[src/rtl/mux21_arb_pkg.sv]
// Shared types for the two-requester packet arbiter: FSM state encoding and
// the width of the stall counter that bounds idle time inside a grant.
package mux21_arb_pkg;

  typedef enum logic [1:0] {
    ST_IDLE  = 2'd0,
    ST_GNT_A = 2'd1,
    ST_GNT_B = 2'd2
  } state_t;

  localparam int CNT_W = 8;

endpackage

[src/rtl/mux21_bus.sv]
// W-bit 2:1 multiplexer; i_s=0 selects i_a, i_s=1 selects i_b.
module mux21_bus #(
  parameter int W = 8
) (
  input  logic         i_s,
  input  logic [W-1:0] i_a,
  input  logic [W-1:0] i_b,
  output logic [W-1:0] o_y
);

  assign o_y = i_s ? i_b : i_a;

endmodule

[src/rtl/mux21_arbiter.sv]
// Two-requester packet arbiter: locks the shared output to one requester
// until its last beat transfers or the grant has stalled for MAX_IDLE cycles.
//
// Handshake: a beat moves on y when y_valid && y_ready in the same cycle;
// valid never depends on ready, and the granted side's ready is y_ready.
module mux21_arbiter
  import mux21_arb_pkg::*;
#(
  parameter int DW       = 8,
  parameter int MAX_IDLE = 15
) (
  input  logic          clk,
  input  logic          rst,
  input  logic          a_valid,
  input  logic          a_last,
  input  logic [DW-1:0] a_data,
  output logic          a_ready,
  input  logic          b_valid,
  input  logic          b_last,
  input  logic [DW-1:0] b_data,
  output logic          b_ready,
  output logic          y_valid,
  output logic          y_last,
  output logic [DW-1:0] y_data,
  input  logic          y_ready,
  output logic          s,
  output logic          timeout,
  output state_t        o_dbg_state
);

  state_t             r_state;
  logic               r_prio_b;
  logic [CNT_W-1:0]   r_cnt;
  logic               r_s;
  logic               r_timeout;

  logic               w_granted;
  logic               w_g_valid;
  logic               w_xfer;
  logic [DW-1:0]      w_data;
  logic [0:0]         w_last;

  mux21_bus #(.W(DW)) u_data_mux (
    .i_s (r_s),
    .i_a (a_data),
    .i_b (b_data),
    .o_y (w_data)
  );

  mux21_bus #(.W(1)) u_last_mux (
    .i_s (r_s),
    .i_a (a_last),
    .i_b (b_last),
    .o_y (w_last)
  );

  // r_s always matches the grant while granted, so it doubles as the source select.
  assign w_granted = (r_state != ST_IDLE);
  assign w_g_valid = r_s ? b_valid : a_valid;
  assign w_xfer    = y_valid && y_ready;

  assign y_valid     = w_granted && w_g_valid;
  assign y_last      = w_granted && w_last[0];
  assign y_data      = w_granted ? w_data : '0;
  assign a_ready     = (r_state == ST_GNT_A) && y_ready;
  assign b_ready     = (r_state == ST_GNT_B) && y_ready;
  assign s           = r_s;
  assign timeout     = r_timeout;
  assign o_dbg_state = r_state;

  always_ff @(posedge clk) begin
    if (rst) begin
      r_state   <= ST_IDLE;
      r_prio_b  <= 1'b0;
      r_cnt     <= '0;
      r_s       <= 1'b0;
      r_timeout <= 1'b0;
    end else begin
      r_timeout <= 1'b0;
      case (r_state)
        ST_IDLE: begin
          r_cnt <= '0;
          if (a_valid && (!b_valid || !r_prio_b)) begin
            r_state <= ST_GNT_A;
            r_s     <= 1'b0;
          end else if (b_valid) begin
            r_state <= ST_GNT_B;
            r_s     <= 1'b1;
          end
        end
        ST_GNT_A, ST_GNT_B: begin
          if (w_xfer) begin
            r_cnt <= '0;
            if (y_last) begin
              r_state  <= ST_IDLE;
              r_prio_b <= (r_state == ST_GNT_A);
            end
          end else if (!w_g_valid) begin
            // Backpressure (valid high, ready low) leaves the counter untouched.
            if (r_cnt == CNT_W'(MAX_IDLE - 1)) begin
              r_state   <= ST_IDLE;
              r_cnt     <= '0;
              r_timeout <= 1'b1;
              r_prio_b  <= (r_state == ST_GNT_A);
            end else begin
              r_cnt <= r_cnt + CNT_W'(1);
            end
          end
        end
        default: r_state <= ST_IDLE;
      endcase
    end
  end

endmodule

[config.mk]
export PLATFORM = sky130hd
export DESIGN_NAME = mux21_arbiter
export DESIGN_NICKNAME = d
export VERILOG_FILES = /design/src/rtl/mux21_arb_pkg.sv /design/src/rtl/mux21_bus.sv /design/src/rtl/mux21_arbiter.sv
export SDC_FILE = /design/constraint.sdc
export NUM_CORES = 1
export LEC_CHECK = 0
export CAP_MARGIN = 20
export CORE_MARGIN = 2
export CORE_UTILIZATION = 30
export DETAILED_ROUTE_END_ITERATION = 12
export GPL_ROUTABILITY_DRIVEN = 0
export RECOVER_POWER = 50
export SLEW_MARGIN = 20
export SYNTH_ARGS = -nofsm -noshare
export SYNTH_HDL_FRONTEND = slang
export SYNTH_SLANG_ARGS = --single-unit
[constraint.sdc]
create_clock -name clk -period 2.7 [get_ports clk]
set_clock_uncertainty 0.2 [all_clocks]
set_input_delay 0.27 -clock clk [delete_from_list [all_inputs] [get_ports clk]]
set_output_delay 0.27 -clock clk [all_outputs]
set_load 0.02 [all_outputs]
==> impl_results.md <==
- Status: completed
- Crit-path cells: inv_1, ha_1, buf_4, nor2_1, clkdlybuf4s50_1
- Global route overflow: 0
- Post-route minimum period: 2.47 ns
- DR WL/cell: 13.1 um
- Vert. Die Dim: 60.7 um
- Final WL: 2610 um
- Min-Delay Path Depth: 1
- Routed vias: 991
- Largest net degree at the start of global routing: 15
- Worst-path clk slew: 0.08 ns
- Nets: 184
- Io pins: 39
- Share of layout cells above drive strength 1: 0.0581
- Commonest non-fill, non-tap cell in the layout: clkdlybuf4s50_1
- Least-Margin Pin Slew: 0.529 ns
- Syn Nets: 145
- Area Overhead vs Synth: 46.2%
- Max Root-Sink Buffers: 2
- Final Hold Vio Count: 0
- Fin util: 0.462
- Worst-path maximum fanout: 11
- PostCTS Resize Cnt: 0
- Non-filler cells, final: 199
- Leakage: 0.000523 uW
- MaxCap Viol Count: 0
- Reg-to-reg startpoint: r_cnt[0]
- CTS tree: built
- Critical path capture point type: output port
- PD cells: 693 nW/um^2
- Most frequent cells in the layout: clkdlybuf4s50_1, nor2_1, mux2i_1, dfxtp_1, nand2_1
- Setup violations, final: 0
- Hold Crit Start: r_cnt[3]
- Synthesized area per cell: 8.25 um^2
- Cell variety after synth: 34
- Post-Place Cells: 195
- Num CTS Buffers: 3
- # rows: 20
- Drc violations: 0
- Final Slew Violations: 0
- Fin area: 1410 um^2
- Sequential element share of the synthesized area: 0.270
- Via density: 4.98
- Worst path max stage delay: 0.62 ns
- Buffers on Ports: 38
- Min-Delay Path Class: flop to flop
- CP max-delay cell: clkdlybuf4s50_1
- Flop-to-flop setup slack: 0.49 ns
- RSZ-0062 raised after global routing: false
- Setup CP Type: flop to output port
- Post-Syn Instances: 117
- Placed Area: 1390 um^2
- Starting DRT DRC Count: 55
- DRT Pass-1 Iters: 4
- Clk_lat worst skew: 0.28 ns
- Detailed placement HPWL: 2040 um
- R2R depth: 7
- Core ar.: 3050 um^2
- Vias in the first global route: 930
- Hold Path End: r_cnt[3]
- Die area: 3690 um^2
- Total power: 978 uW
- Post-CTS Hold Fix Bufs: 0
- Worst slew margin: 0.646
- Detail Route Antenna Nets: 0
- First-pass GRT wire length: 4280 um
- Initial Util: 0.316
- GRT Overall Usage: 0.154
- Max H-tree Level: 1
- FILL cells: 324
- Reg-to-reg endpoint: r_cnt[7]
- Root Buffer: clkbuf_4
- Setup TNS Final: 0 ns
- Critical Path AT: 2.00 ns
- # clock sinks: 13
- Die Wd: 60.7 um
- Startpoint Class: flop
- Diodes inserted: 0
- Max IR drop VDD: 0.323 mV
- Initial antenna violation count: 0
- Area of the mapped netlist: 965 um^2
- WP data required: 2.23 ns
- FF+latch count, synth: 13
- Setup Buffers After CTS: 0
- Final Cycle Share: 0.916
- Max frequency: 0.404 GHz
- Synth Warn #: 0
cell type report:
class / instances / area [um^2] / share of cell area
clock buffers: 4 / 26.3 / 0.0186
multi-input cells: 93 / 654 / 0.464
well taps: 44 / 55.1 / 0.0390
inverters: 5 / 18.8 / 0.0133
repair buffers: 40 / 395 / 0.280
flip-flops and latches: 13 / 260 / 0.185
synth_stat cells:
master     n  area (um^2)
and3b_1    1         8.76
nor2b_1    4         25.0
mux2i_4    1         22.5
a21o_1     1         7.51
o22ai_1    1         6.26
a32oi_1    1         8.76
and3_1     1         6.26
nand2_1    9         33.8
inv_1      5         18.8
a31oi_1    1         6.26
nor2_1    14         52.6
o31ai_1    1         7.51
buf_1      1         3.75
mux2i_1   13          130
a21boi_2   1         11.3
buf_4      1         7.51
dfxtp_1   13          260
o22a_1     1         8.76
nand2b_1   7         43.8
or4_4      1         11.3
a41oi_1    3         26.3
and2_1     3         18.8
clkbuf_1   3         11.3
buf_2      1         5.00
nand3b_1   2         15.0
a21oi_1    5         25.0
a21oi_2    1         8.76
nor3_1     2         10.0
and4_1     1         8.76
nand4_1    1         6.26
a311oi_1   6         52.6
ha_1       5         62.6
o21ai_2    1         8.76
nand3_1    5         25.0
state kept, by name (all words and copies together), names as in the netlist:
| register | flops |
|---|---|
| o_dbg_state | 2 |
| r_cnt | 8 |
| timeout | 1 |
| r_prio_b | 1 |
| s | 1 |
through the flow:
step	hold slack, ns	worst slack, ns
after floorplan	0.142	0.526
after global placement	0.274	0.401
after detailed placement	0.304	0.283
after CTS	0.316	0.182
after global routing	0.336	0.0980
final	0.316	0.227
report_power, final:
part	switching [uW]	internal [uW]
Combinational	351	278
Sequential	19.3	209
Clock	63.3	57.3
Total	434	544
worst max-delay path, delay by kind of cell (launching register included):
| family | cells | cell delay, ns |
|---|---|---|
| adder cells (fa/ha/maj) | 1 | 0.33 |
| flip-flops | 1 | 0.37 |
| buffers and inverters | 3 | 0.93 |
| AND/OR/NAND/NOR | 1 | 0.10 |
per-layer routing:
metal | up-vias | GRT usage | wire length [um]
met1 | 472 | 0.207 | 1240
met5 | - | 0 | 0
met4 | 0 | 0.0186 | 6
met3 | 2 | 0.0426 | 113
li1 | 502 | - | -
met2 | 15 | 0.257 | 1250
kinds of logic (layout without fill, tap and decap cells):
group	after synthesis	after routing	share of synthesized area
muxes	14	14	0.158
adders and majority gates	5	5	0.0649
DFF	13	13	0.270
and+or+nand+nor	51	51	0.275
buffers and inverters	11	49	0.0480
AOI/OAI and AO/OA	23	23	0.184
how the worst max path moves through the flow:
| stage | slack (ns) | end | startpoint | cells past startpoint |
|---|---|---|---|---|
| floorplan | 0.53 | r_prio_b | o_dbg_state[0] | 7 |
| global placement | 0.40 | r_cnt[6] | a_valid | 6 |
| detailed placement | 0.28 | r_cnt[7] | a_valid | 6 |
| CTS | 0.18 | y_data[2] | o_dbg_state[0] | 5 |
| global route | 0.1 | y_data[2] | o_dbg_state[1] | 5 |
| finish | 0.23 | y_data[5] | o_dbg_state[0] | 5 |
(Power assumes the default switching activity.)
